**src/rtl/wb_arbiter.sv**
```systemverilog
// Regfile write-port arbiter: single-cycle ALU results take priority over a small
// FIFO of long-latency LSU results; also tracks registers with writes still in flight.
module wb_arbiter #(
   parameter int LSU_DEPTH = 2
) (
   input  logic                         clk,
   input  logic                         rst,
   input  logic                         alu_valid,
   input  logic [4:0]                   alu_rd,
   input  logic [31:0]                  alu_data,
   input  logic                         lsu_valid,
   output logic                         lsu_ready,
   input  logic [4:0]                   lsu_rd,
   input  logic [31:0]                  lsu_data,
   input  logic                         pend_set,
   input  logic [4:0]                   pend_rd,
   input  logic [4:0]                   chk_addr1,
   input  logic [4:0]                   chk_addr2,
   output logic                         busy1,
   output logic                         busy2,
   output logic                         rf_we,
   output logic [4:0]                   rf_waddr,
   output logic [31:0]                  rf_wdata,
   output logic [$clog2(LSU_DEPTH):0]   lsu_count
);

   localparam int AW = $clog2(LSU_DEPTH);
   localparam int CW = AW + 1;

   logic [4:0]    mem_rd   [LSU_DEPTH];
   logic [31:0]   mem_data [LSU_DEPTH];
   logic [AW-1:0] wr_ptr_reg, rd_ptr_reg;
   logic [CW-1:0] count_reg, count_next;
   logic [31:0]   pending_reg, pending_next;
   logic          full, push, pop;
   logic [4:0]    head_rd;
   logic [31:0]   head_data;

   // Readiness comes from registered occupancy only, so a same-cycle pop never frees a slot.
   assign full      = (count_reg == CW'(LSU_DEPTH));
   assign lsu_ready = !full;
   assign push      = lsu_valid && !full;
   assign pop       = !alu_valid && (count_reg != '0);
   assign head_rd   = mem_rd[rd_ptr_reg];
   assign head_data = mem_data[rd_ptr_reg];
   assign lsu_count = count_reg;

   always_ff @(posedge clk) begin
      if (push) begin
         mem_rd[wr_ptr_reg]   <= lsu_rd;
         mem_data[wr_ptr_reg] <= lsu_data;
      end
   end

   always_comb begin
      count_next = count_reg;
      case ({push, pop})
         2'b10:   count_next = count_reg + CW'(1);
         2'b01:   count_next = count_reg - CW'(1);
         default: count_next = count_reg;
      endcase
   end

   // Clear from the popped entry is applied first so a coincident set on the same bit survives.
   always_comb begin
      pending_next = pending_reg;
      if (pop)
         pending_next[head_rd] = 1'b0;
      if (pend_set && (pend_rd != 5'd0))
         pending_next[pend_rd] = 1'b1;
   end

   always_ff @(posedge clk or posedge rst) begin
      if (rst) begin
         wr_ptr_reg  <= '0;
         rd_ptr_reg  <= '0;
         count_reg   <= '0;
         pending_reg <= '0;
      end else begin
         if (push)
            wr_ptr_reg <= wr_ptr_reg + AW'(1);
         if (pop)
            rd_ptr_reg <= rd_ptr_reg + AW'(1);
         count_reg   <= count_next;
         pending_reg <= pending_next;
      end
   end

   always_ff @(posedge clk or posedge rst) begin
      if (rst) begin
         rf_we    <= 1'b0;
         rf_waddr <= 5'd0;
         rf_wdata <= 32'd0;
      end else if (alu_valid) begin
         rf_we <= (alu_rd != 5'd0);
         if (alu_rd != 5'd0) begin
            rf_waddr <= alu_rd;
            rf_wdata <= alu_data;
         end
      end else if (pop) begin
         rf_we <= (head_rd != 5'd0);
         if (head_rd != 5'd0) begin
            rf_waddr <= head_rd;
            rf_wdata <= head_data;
         end
      end else begin
         rf_we <= 1'b0;
      end
   end

   assign busy1 = (chk_addr1 != 5'd0) && pending_reg[chk_addr1];
   assign busy2 = (chk_addr2 != 5'd0) && pending_reg[chk_addr2];

endmodule

```
**config.mk**
```make
export PLATFORM = sky130hd
export DESIGN_NAME = wb_arbiter
export DESIGN_NICKNAME = d
export VERILOG_FILES = /design/src/rtl/wb_arbiter.sv
export SDC_FILE = /design/constraint.sdc
export NUM_CORES = 1
export LEC_CHECK = 0
export ABC_AREA = 0
export CORE_MARGIN = 5
export CORE_UTILIZATION = 51
export DETAILED_ROUTE_END_ITERATION = 10
export PLACE_DENSITY = 0.8
export SLEW_MARGIN = 20
export SYNTH_ARGS = -nofsm -noshare
export SYNTH_HDL_FRONTEND = slang
export SYNTH_SLANG_ARGS = --single-unit
```
**constraint.sdc**
```tcl
create_clock -name clk -period 3.4 [get_ports clk]
set_input_delay 0.34 -clock clk [delete_from_list [all_inputs] [get_ports clk]]
set_output_delay 0.34 -clock clk [all_outputs]
set_load 0.005 [all_outputs]
```
==> results of run 1 <==
[power groups by stage]
stage	clock [mW]	combinational (mW)	sequential [mW]
3_5_place_dp	0	2.09	2.90
5_1_grt	2.00	2.27	2.95
6_report	1.89	2.10	2.89
4_1_cts	1.92	2.12	2.88
3_3_place_gp	0	2.03	2.87
2_1_floorplan	0	1.25	2.78
[layout by cell type, fill, tap and decap left out, types with 2 or more instances in the layout]
cell type / instances
a21o_1: 3
a21oi_1: 2
a22oi_1: 4
buf_4: 6
bufinv_16: 3
clkbuf_16: 17
clkdlybuf4s50_1: 135
clkinvlp_4: 5
dfrtp_1: 72
edfxtp_1: 74
inv_1: 2
inv_6: 4
mux2_2: 32
mux2_4: 19
mux2i_1: 53
mux4_2: 5
nand2_1: 39
nand2b_1: 6
nand3_1: 20
nand3b_1: 5
nor2_1: 4
nor2b_1: 10
nor4_1: 3
o211ai_1: 2
o21ai_0: 89
o311a_1: 2
or3b_2: 3
or4_1: 2
xnor2_1: 4
[worst paths after layout]
check | startpoint | end | cells after the start
worst max-delay path | chk_addr1[0] | busy1 | 6
max in group asynchronous | rst | rd_ptr_reg | 3
worst max register to register | rd_ptr_reg | rf_wdata[17] | 5
min in group clk | alu_valid | rd_ptr_reg | 3
worst min register to register | rf_wdata[10] | rf_wdata[10] | 1
worst min-delay path | rst | pending_reg[16] | 3
[routing by layer]
metal,vias to the layer above,wire [µm],global-route usage
li1,2167,-,-
met1,2256,6390,0.255
met2,220,8450,0.369
met3,37,1270,0.0703
met4,0,365,0.0851
met5,-,0,0
[final cells by class]
class                      instances  area, µm²
sequential                       147       4050
fill                             903       3920
multi-input combinational        325       2500
timing repair buffer             143       1420
clock buffer                      18        429
tap                              172        215
clock inverter                    14        176
inverter                           3       11.3
[kinds of logic after synthesis]
group,count (synthesis)
adder cells (fa/ha/maj),1
flip-flops,147
multiplexers,109
XOR/XNOR,5
AO/OA/AOI/OAI,110
AND/OR/NAND/NOR,100
buffers and inverters,29
[critical path: stages]
cell,delay (ns)
clkdlybuf4s50_1,0.69
mux4_2,0.47
nor2b_1,0.04
or4_1,0.48
nand4_1,0.11
clkdlybuf4s50_1,0.50
[cells in the mapped netlist, types with 2 or more instances]
library cell	n
o211ai_1	2
clkbuf_1	12
o21ai_0	89
nand3b_1	5
o311a_1	2
mux2_4	19
mux2i_1	53
edfxtp_1	74
buf_2	5
nand2b_1	6
or3b_2	3
nand3_1	20
nor2_1	5
mux2_2	32
a21o_1	3
nor4_1	3
nor2b_1	10
a22oi_1	4
dfrtp_1	73
buf_6	4
nand2_1	39
xnor2_1	4
a21oi_1	2
inv_1	3
mux4_2	5
or4_1	2
buf_1	5
==> results.py, run 1 <==
metrics = {
    "clock_tree": {
        "cts_tree": "done",
        "cts_made_buffers": 17,
        "clock_latency_ns": 0.41,
        "post_cts_buffers": 0,
        "cts_hold_buffers": 0,
        "htreeDepth": 4,
        "ctsResizeCount": 0,
        "clock-sinks": 147,
        "clkSlewWorstSetupHoldPaths_ns": 0.06,
        "clk_path_buf_depth": 2,
        "ctsRootBufferMaster": "clkbuf_16",
    },
    "power_and_ir_drop": {
        "pwr-share-seq": 0.420,
        "p_switching_mw": 2.08,
        "switching_share": 0.302,
        "powerDensity_nw_per_um2": 781,
        "internal_power_mw": 4.80,
        "pwr-share-clk": 0.275,
        "total_power_mw": 6.88,
        "leakage_nw": 3.44,
        "max-vdd-ir-drop_mv": 0.465,
        "comb_power_share": 0.305,
    },
    "sta": {
        "fin_tns_setup_ns": 0,
        "post-route-period-util": 0.877,
        "hold_violations": 0,
        "finalWorstSetupSlack_ns": 0.418,
        "rsz0062_at_grt": "no",
        "final.setup_skew_ns": 0.00857,
        "fin_crit_ns": 2.98,
        "finalMaxSlewViolations": 0,
        "setup_viol": 0,
        "fmax_ghz": 0.335,
        "tightestPinTransition_ns": 1.09,
        "worst_slew_margin_rel": 0.268,
        "hold_ws_ns": 0.329,
    },
    "route": {
        "vias": 4680,
        "wl_per_cell_um": 20.0,
        "antenna_left": 0,
        "dr.pass1.iters": 5,
        "routed_wl_mm": 16.5,
        "drc_errors": 0,
        "viasPerCell": 5.69,
        "drt_first_iter_violations": 272,
    },
    "setup_path": {
        "arrival_ns": 2.64,
        "r2r_slack_ns": 0.84,
        "crit_type": "in -> out",
        "required_ns": 3.06,
        "crit_path_end_kind": "output port",
        "critPathMaxFanout": 13,
        "worstSetupStartpointType": "primary input",
    },
    "final_layout": {
        "diodes": 0,
        "drive_above_1_share": 0.162,
        "stdcell_count": 822,
        "fin_util": 0.692,
        "largest_reg_flops": 64,
        "synthToLayoutAreaGrowth_pct": 31.8,
        "finalInstanceArea_um2": 8800,
        "nNetsFinal": 732,
    },
    "global_routing": {
        "antenna_found_initial": 0,
        "grt_use_total": 0.217,
        "overflow": 0,
        "grt_pass1_vias": 5046,
        "grt_max_degree": 74,
        "grt_pass1_wl_mm": 26.7,
    },
    "die": {
        "die_h_um": 124,
        "rows": 41,
        "start_util": 0.525,
        "die_area_um2": 15500,
        "die_w_um": 124,
        "io_pins": 137,
        "fp.coreArea_um2": 12700,
    },
    "synth": {
        "synth_compound_area_frac": 0.0931,
        "synthFlopType": "edfxtp_1",
        "yosys.area.top_type": "edfxtp_1",
        "muxShareOfSynthArea": 0.193,
        "synthesis.nets": 596,
        "syn_inst": 501,
        "yosysWarnings": 0,
        "synth.cell_area_um2": 6680,
        "synthSimpleGateAreaFrac": 0.0776,
        "avgSynthCellArea_um2": 13.3,
        "ys_ff_latch": 147,
        "synth.top_cell.area_share": 0.333,
        "synthXorXnorAreaFrac": 0.00656,
        "synth_cell_types": 44,
        "synth_edf_count": 74,
        "synth_top_family_by_area": "multiplexers",
        "ys_async_sr_fraction": 0.497,
        "netlist_top_cells_area": "edfxtp_1 33%, dfrtp_1 27%, mux2i_1 7.9%, o21ai_0 6.7%, mux2_2 5.4%",
        "yosysSeqAreaShare": 0.606,
        "synth_adder_area_share": 0.00187,
    },
    "worst_hold_path": {
        "min-delay-path-class": "in -> async",
    },
    "placed_design": {
        "dp_cells": 790,
        "gp_congestion": 0.916,
        "pre_cts_ws_ns": 0.429,
        "postPlaceCellArea_um2": 8200,
        "hpwlAfterDp_mm": 11.3,
        "io_buffers": 136,
    },
    "job": {
        "drv_cap": 0,
    },
    "outcome": {
        "status": "completed",
    },
}
No activity file was read; power rests on OpenSTA's default activity.
==> inputs of run 2 (changes only) <==
- CELL_PAD_IN_SITES_DETAIL_PLACEMENT: default -> 0
- CELL_PAD_IN_SITES_GLOBAL_PLACEMENT: default -> 1
- CORE_UTILIZATION: 51 -> 41
- PLACE_DENSITY: 0.8 -> default
- PLACE_DENSITY_LB_ADDON: default -> 0.1
==> run 2 against run 1 <==
Compared with the run above:
- global-route usage shrank 3.3 points
- final cell count rose by 5.6%
- worst hold slack got worse by 0.065 ns
- via count decreased by 3.0%
- register-to-register slack gained 0.12 ns
- sequential share of layout area decreased by 0.29 points
- first-iteration DRC count fell by 17%
- wire length increased by 0.19%
- die area is 22% higher
- non-clock buffer count rose by 2
- count of clock-buffer cells in the layout rose by 5
- setup slack gained 0.077 ns
- critical endpoint unchanged
==> results.py, run 2 (synthesized netlist as in run 1, its figures left out) <==
metrics = {
    "sta": {
        "hold_violations": 0,
        "fin_tns_setup_ns": 0,
        "fmax_ghz": 0.344,
        "fin_crit_ns": 2.90,
        "rsz0062_at_grt": "no",
        "finalMaxSlewViolations": 0,
        "worst_slew_margin_rel": 0.361,
        "post-route-period-util": 0.854,
        "tightestPinTransition_ns": 0.958,
        "setup_viol": 0,
        "final.setup_skew_ns": 0.00976,
    },
    "clock_tree": {
        "ctsResizeCount": 0,
        "cts_made_buffers": 17,
        "cts_tree": "done",
        "clkSlewWorstSetupHoldPaths_ns": 0.06,
        "post_cts_buffers": 0,
        "ctsRootBufferMaster": "clkbuf_16",
        "clock-sinks": 147,
        "htreeDepth": 4,
        "clock_latency_ns": 0.42,
        "cts_hold_buffers": 0,
        "clk_path_buf_depth": 2,
    },
    "setup_path": {
        "critPathMaxFanout": 13,
        "arrival_ns": 2.56,
        "required_ns": 3.06,
        "r2r_slack_ns": 0.96,
        "worstSetupStartpointType": "primary input",
        "crit_path_end_kind": "output port",
        "crit_type": "in -> out",
    },
    "global_routing": {
        "grt_max_degree": 71,
        "grt_use_total": 0.184,
        "antenna_found_initial": 0,
        "grt_use_met2": 0.302,
        "busiest_layer": "met2",
        "grt_util_met3": 0.0522,
        "overflow": 0,
        "grt_pass1_vias": 4797,
        "grt_pass1_wl_mm": 26.2,
        "grt_use_met1": 0.226,
    },
    "final_layout": {
        "drive_above_1_share": 0.158,
        "synthToLayoutAreaGrowth_pct": 32.7,
        "seq_area_um2": 4050,
        "largest_reg_flops": 64,
        "multi_input_area_um2": 2500,
        "diodes": 0,
        "nNetsFinal": 734,
        "final_cell_mix": "135 x clkdlybuf4s50_1, 89 x o21ai_0, 74 x edfxtp_1",
        "fillers": 1361,
        "final_common_cell": "clkdlybuf4s50_1",
    },
    "die": {
        "die_area_um2": 18900,
        "die_w_um": 138,
        "start_util": 0.419,
        "io_pins": 137,
        "rows": 46,
        "fp.coreArea_um2": 15900,
        "die_h_um": 138,
    },
    "power_and_ir_drop": {
        "total_power_mw": 6.83,
        "max-vdd-ir-drop_mv": 0.414,
        "leakage_nw": 3.45,
        "powerDensity_nw_per_um2": 770,
    },
    "route": {
        "viasPerCell": 5.23,
        "drt_first_iter_violations": 226,
        "dr.pass1.iters": 5,
        "antenna_left": 0,
        "drc_errors": 0,
        "wl_per_cell_um": 19.0,
        "vias": 4540,
        "routed_wl_mm": 16.5,
    },
    "job": {
        "drv_cap": 0,
    },
    "placed_design": {
        "hpwlAfterDp_mm": 11.8,
        "gp_congestion": 0.858,
        "io_buffers": 136,
    },
    "outcome": {
        "status": "completed",
    },
    "worst_hold_path": {
        "min-delay-path-class": "in -> async",
    },
}
run 2: final cells by class:
cell class | instances | share of cell area
Sequential cell | 147 | 0.457
Multi-Input combinational cell | 325 | 0.282
Timing Repair Buffer | 145 | 0.162
Clock buffer | 23 | 0.0517
Tap cell | 216 | 0.0305
Clock inverter | 9 | 0.0150
Inverter | 3 | 0.00141
run 2: worst paths after layout:
kind | start | to | cells after the start
setup / recovery | chk_addr1[2] | busy1 | 6
hold / removal | rst | pending_reg[22] | 2
setup reg to reg | rd_ptr_reg | rf_wdata[31] | 5
hold reg to reg | rf_wdata[22] | rf_wdata[22] | 1
max in group asynchronous | rst | rf_wdata[0] | 3
min in group clk | alu_valid | rd_ptr_reg | 3
run 2: metal layers:
metal	routed length, µm	up-vias	share of wire
met5	0	-	0
met4	391	0	0.024
met3	1140	30	0.069
met2	8020	149	0.49
met1	6960	2200	0.42
li1	-	2161	-
run 2: worst max-delay path: stages:
cell and delay [ns]:
clkdlybuf4s50_1 0.81, mux4_2 0.30, nor2b_1 0.04, or4_1 0.46, nand4_1 0.10, clkdlybuf4s50_1 0.51
run 2: power breakdown:
| part | switching [mW] | internal, mW | total [mW] |
|---|---|---|---|
| Combinational | 0.927 | 1.14 | 2.07 |
| Clock | 0.691 | 1.17 | 1.86 |
| Sequential | 0.396 | 2.50 | 2.89 |
run 2: metrics by stage:
step           hold WS (ns)  cell area, µm²  setup WS (ns)  instances   util
2_1_floorplan         0.439            6680          0.706        501      -
3_5_place_dp          0.497            8270          0.476        836  0.519
4_1_cts               0.273            8860          0.472        868  0.556
5_1_grt               0.294            8860          0.360        868  0.556
3_3_place_gp          0.492            8270          0.483        836  0.519
6_report              0.264            8860          0.495        868  0.556
==> inputs of run 3 (changes only) <==
- ABC_AREA: 0 -> 1
- CAP_MARGIN: default -> 25
- CORE_UTILIZATION: 41 -> 39
==> run 3 against run 2 <==
Compared with the run above:
- count of clock-buffer cells in the layout shrank 4
- non-clock buffer count grew 3
- synthesized cell count grew 52%
- die area grew 7.0%
- worst hold slack gained 0.060 ns
- critical path type unchanged
- largest power group unchanged
==> results.py, run 3 <==
metrics = {
    "outcome": {
        "status": "completed",
    },
    "power_and_ir_drop": {
        "powerDensity_nw_per_um2": 800,
        "switching_share": 0.357,
        "pwr-share-clk": 0.258,
        "internal_power_mw": 4.61,
        "max-vdd-ir-drop_mv": 0.455,
        "comb_power_share": 0.343,
        "pwr-share-seq": 0.400,
        "leakage_nw": 3.83,
        "p_switching_mw": 2.56,
    },
    "die": {
        "io_pins": 137,
        "fp.coreArea_um2": 17200,
        "die_area_um2": 20300,
        "die_w_um": 142,
        "die_h_um": 142,
        "start_util": 0.396,
        "rows": 48,
    },
    "route": {
        "drc_errors": 0,
        "wl_per_cell_um": 17.7,
        "dr.pass1.iters": 4,
        "viasPerCell": 5.09,
        "routed_wl_mm": 20.0,
        "drt_first_iter_violations": 298,
        "vias": 5766,
        "antenna_left": 0,
    },
    "clock_tree": {
        "cts_made_buffers": 17,
        "ctsResizeCount": 0,
        "clkSlewWorstSetupHoldPaths_ns": 0.06,
        "clock_latency_ns": 0.42,
        "clk_path_buf_depth": 2,
        "clock-sinks": 148,
        "cts_hold_buffers": 0,
        "cts_tree": "done",
        "htreeDepth": 4,
        "post_cts_buffers": 0,
        "ctsRootBufferMaster": "clkbuf_16",
    },
    "global_routing": {
        "grt_pass1_wl_mm": 32.1,
        "antenna_found_initial": 0,
        "grt_max_degree": 65,
        "overflow": 0,
        "grt_use_total": 0.204,
        "grt_pass1_vias": 6111,
    },
    "synth": {
        "synthesis.nets": 858,
        "ys_async_sr_fraction": 0.500,
        "yosysMostFrequentCell": "nand2_1",
        "synth.cell_area_um2": 6830,
        "synth.top_cell.area_share": 0.325,
        "synth_cell_types": 27,
        "ys_ff_latch": 148,
        "yosys.area.top_type": "edfxtp_1",
        "synth_edf_count": 74,
        "synthFlopType": "edfxtp_1",
        "avgSynthCellArea_um2": 8.95,
        "yosysSeqAreaShare": 0.596,
        "syn_inst": 763,
        "yosysWarnings": 0,
        "netlist_top_cells_count": "251 x nand2_1, 99 x nand3_1, 74 x dfrtp_1, 74 x edfxtp_1, 68 x o21ai_0",
        "netlist_top_cells_area": "edfxtp_1 33%, dfrtp_1 27%, nand2_1 14%, nand3_1 7.3%, o21ai_0 5.0%",
    },
    "sta": {
        "post-route-period-util": 0.804,
        "tightestPinTransition_ns": 0.849,
        "fin_crit_ns": 2.73,
        "fmax_ghz": 0.366,
        "finalMaxSlewViolations": 0,
        "fin_tns_setup_ns": 0,
        "worst_slew_margin_rel": 0.432,
        "hold_violations": 0,
        "final.setup_skew_ns": 0.0103,
        "rsz0062_at_grt": "no",
        "setup_viol": 0,
    },
    "placed_design": {
        "hpwlAfterDp_mm": 14.3,
        "io_buffers": 136,
        "gp_congestion": 0.929,
        "dp_cells": 1100,
        "postPlaceCellArea_um2": 8390,
    },
    "setup_path": {
        "arrival_ns": 2.39,
        "r2r_start": "rd_ptr_reg",
        "critPathMaxStageDelay_ns": 0.72,
        "cpMostUsedCell": "nand2_1",
        "required_ns": 3.06,
        "worstSetupStartpointType": "primary input",
        "crit_path_end_kind": "output port",
        "crit_chain": "clkdlybuf4s50_1 > clkinv_1 > nand3_1 > nand2_1 > nand2_1 > nand2_1 > inv_1 > nand2_1 > nand2_1 > nand2_1 > clkdlybuf4s50_1",
        "worstSetupStartpoint": "chk_addr1[1]",
        "crit_type": "in -> out",
        "cp_slowest_cell": "clkdlybuf4s50_1",
        "critPathMaxFanout": 9,
    },
    "final_layout": {
        "final_common_cell": "nand2_1",
        "final_cell_mix": "251 x nand2_1, 136 x clkdlybuf4s50_1, 99 x nand3_1",
        "largest_reg_flops": 64,
        "drive_above_1_share": 0.0706,
        "stdcell_count": 1132,
        "fillers": 1583,
        "synthToLayoutAreaGrowth_pct": 31.3,
        "diodes": 0,
        "finalInstanceArea_um2": 8970,
        "nNetsFinal": 989,
    },
    "worst_hold_path": {
        "min-delay-path-class": "in -> async",
    },
    "job": {
        "drv_cap": 0,
    },
}
==> run 3: changes by cell type in the layout (fill, tap and decap cells not counted), sizes merged, moves of 39 or more <==
cell	change
nand2	+215
nor2	+39
mux2i	-53
nand3	+79
inv	+62
mux2	-51
==> run 3: cell type report <==
| class | instances | area, µm² | share of cell area |
|---|---|---|---|
| sequential | 148 | 4080 | 0.454 |
| multi-input combinational | 516 | 2330 | 0.260 |
| timing repair buffer | 148 | 1460 | 0.163 |
| clock buffer | 19 | 433 | 0.0483 |
| tap | 225 | 282 | 0.0314 |
| inverter | 63 | 238 | 0.0265 |
| clock inverter | 13 | 149 | 0.0166 |
==> run 3: per-stage QoR <==
stage	power [mW]	utilization	hold WS [ns]	setup WS, ns
6_report	7.17	0.520	0.324	0.665
5_1_grt	7.63	0.520	0.388	0.460
4_1_cts	7.25	0.520	0.343	0.708
3_5_place_dp	5.38	0.487	0.495	0.721
3_3_place_gp	5.34	0.487	0.489	0.748
2_1_floorplan	4.19	-	0.439	0.719
==> run 3: worst paths after layout <==
| path | to | slack (ns) | cells after the start |
|---|---|---|---|
| worst min-delay path | rf_wdata[20] | 0.32 | 2 |
| worst max-delay path | busy1 | 0.67 | 11 |
| worst min register to register | rf_wdata[22] | 0.50 | 2 |
| min in group clk | mem_data[1][10] | 0.50 | 1 |
| max in group asynchronous | pending_reg[6] | 2.26 | 3 |
| worst max register to register | rf_wdata[6] | 0.91 | 8 |
==> run 3: routing by layer <==
layer	GRT usage	wire length, µm	share of wire
met3	0.0440	1060	0.053
met1	0.262	8670	0.43
met5	0	0	0
met2	0.342	9840	0.49
met4	0.0700	448	0.022
==> run 3: power groups by stage <==
| stage | combinational, mW | sequential, mW | clock [mW] |
|---|---|---|---|
| after floorplan | 1.38 | 2.82 | 0 |
| after global placement | 2.47 | 2.87 | 0 |
| after detailed placement | 2.48 | 2.90 | 0 |
| after CTS | 2.49 | 2.87 | 1.88 |
| after global routing | 2.74 | 2.95 | 1.95 |
| final | 2.46 | 2.87 | 1.85 |
==> run 3: critical path, delay by kind of cell <==
| kind | cells | cell delay [ns] |
|---|---|---|
| buffers and inverters | 4 | 1.55 |
| AND/OR/NAND/NOR | 7 | 0.50 |
==> run 3: logic make-up (layout without fill, tap and decap cells) <==
kind of cell             after synthesis  after routing  share of synthesized area
buffers and inverters                 99            243                     0.0654
AND/OR/NAND/NOR                      400            400                      0.242
XOR/XNOR                               3              3                    0.00385
flip-flops                           148            148                      0.596
AO/OA/AOI/OAI                        112            112                     0.0907
adder cells (fa/ha/maj)                1              1                    0.00183
==> variant (config.mk and constraints of run 2) <==
Take the reset off `pending_reg` and load it in a clocked block of its own.
--- a/src/rtl/wb_arbiter.sv
+++ b/src/rtl/wb_arbiter.sv
@@ -75,15 +75,17 @@
          wr_ptr_reg  <= '0;
          rd_ptr_reg  <= '0;
          count_reg   <= '0;
-         pending_reg <= '0;
       end else begin
          if (push)
             wr_ptr_reg <= wr_ptr_reg + AW'(1);
          if (pop)
             rd_ptr_reg <= rd_ptr_reg + AW'(1);
          count_reg   <= count_next;
-         pending_reg <= pending_next;
       end
+   end
+
+   always_ff @(posedge clk) begin
+      pending_reg <= pending_next;
    end
 
    always_ff @(posedge clk or posedge rst) begin
Function: changed (Yosys sat finds a counterexample within 4 cycles, from zero or initial values and one cycle with rst high).
==> variant against run 2 <==
Setup slack worse by 6.1 ps; final area is 5.1% lower; critical path depth stayed put; total power is 4.2% lower; area after synthesis is 4.0% lower; wire length stayed put; via count is 2.4% higher; sequential cell count is 1 higher; clock skew is 1.7 ps lower; largest cell class unchanged.
==> variant: results (changes against run 2) <==
| Parameter | Reported | Change |
| --- | --- | --- |
| Status | complete, no violations | unchanged |
| Detail Placement HPWL | 11250 microns | was 11790 microns |
| Worst-case hold slack | 388.4 ps | was 264.3 ps |
| Non-clock buffer contribution to total cell area | 16.58% | was 16.21% |
| Clock distribution power | 1.64 mW | was 1.86 mW |
| Worst slew margin relative to its limit | 38.31% | was 36.13% |
| Commonest cells in the netlist | sky130_fd_sc_hd__edfxtp_1, sky130_fd_sc_hd__o21ai_0, sky130_fd_sc_hd__mux2i_1, sky130_fd_sc_hd__dfrtp_1, sky130_fd_sc_hd__nand2_1 | was sky130_fd_sc_hd__o21ai_0, sky130_fd_sc_hd__edfxtp_1, sky130_fd_sc_hd__dfrtp_1, sky130_fd_sc_hd__mux2i_1, sky130_fd_sc_hd__nand2_1 |
| Critical path launch point | chk_addr2[0] | was chk_addr1[2] |
| Worst slack at placement | 471.2 ps | was 476.0 ps |
| Violation count after the first detailed-route iteration | 272 | was 226 |
| Maximum fanout along the worst path | 9 | was 13 |
| Weighted congestion at the end of routability-driven global placement | 0.9227 | was 0.8578 |
| Multi-Input Combinational | 330 | was 325 |
| Number of global-route vias before repair | 4921 | was 4797 |
| Compound-gate portion of the synthesized area | 12.58% | was 9.311% |
| Leak pwr | 3.080 nW | was 3.448 nW |
| Number of distinct library cell variants in the gate-level netlist after synthesis | 45 | was 44 |
| Share of final layout cell area taken by clock buffers and inverters | 6.191% | was 6.665% |
| Multi-input gate share of total cell area | 27.37% | was 28.23% |
| RR Endpoint | rf_wdata[24]$_DFFE_PP0P_ | was rf_wdata[31]$_DFFE_PP0P_ |
| CP peak stage delay | 770 ps | was 810 ps |
| # placed instances | 833 | was 836 |
| Fraction of synthesized area in multiplexers | 13.71% | was 19.30% |
| Main area contributors after synthesis | sky130_fd_sc_hd__edfxtp_1, sky130_fd_sc_hd__dfrtp_1, sky130_fd_sc_hd__dfxtp_1, sky130_fd_sc_hd__mux2i_1, sky130_fd_sc_hd__mux4_2 | was sky130_fd_sc_hd__edfxtp_1, sky130_fd_sc_hd__dfrtp_1, sky130_fd_sc_hd__mux2i_1, sky130_fd_sc_hd__o21ai_0, sky130_fd_sc_hd__mux2_2 |
| Signal arrival time at the worst endpoint | 2570 ps | was 2560 ps |
| Share of cells above drive strength 1 | 11.01% | was 15.80% |
| Standard cell area after detailed placement | 0.007885 sq mm | was 0.008270 sq mm |
| Switching power as a share of total power | 31.56% | was 29.51% |
| Last element of the critical path | busy2 | was busy1 |
| Net count after synthesis | 611 | was 596 |
| Minimum setup slack among reg-to-reg paths | 1150 ps | was 960 ps |
| Final std cells w/o fill | 865 | was 868 |
| Clock buffers | 19 | was 23 |
| Number of flip-flops and latches in the synthesized netlist | 148 | was 147 |
| Wire length of the first global-routing pass | 25850 microns | was 26170 microns |
[variant: changes by cell type in the layout (fill, tap and decap cells not counted), moves of 6 or more]
cell,before,now
sky130_fd_sc_hd__a21oi_1,2,32
sky130_fd_sc_hd__dfrtp_1,72,41
sky130_fd_sc_hd__dfxtp_1,0,32
sky130_fd_sc_hd__mux2_2,32,9
sky130_fd_sc_hd__mux2_4,19,0
sky130_fd_sc_hd__mux2i_1,53,44
sky130_fd_sc_hd__mux4_2,5,15
sky130_fd_sc_hd__nand3_1,20,14
sky130_fd_sc_hd__nor2_1,4,35
sky130_fd_sc_hd__nor2b_1,10,1
sky130_fd_sc_hd__o21ai_0,89,60
sky130_fd_sc_hd__o22ai_1,0,38
[variant: per-layer routing]
layer	up-vias	GRT usage [%]	wire length [microns]
met5	-	0	0
met4	0	6.607	295
met3	23	5.738	1110
met2	166	30.61	8080
met1	2263	22.70	7019
li1	2198	-	-
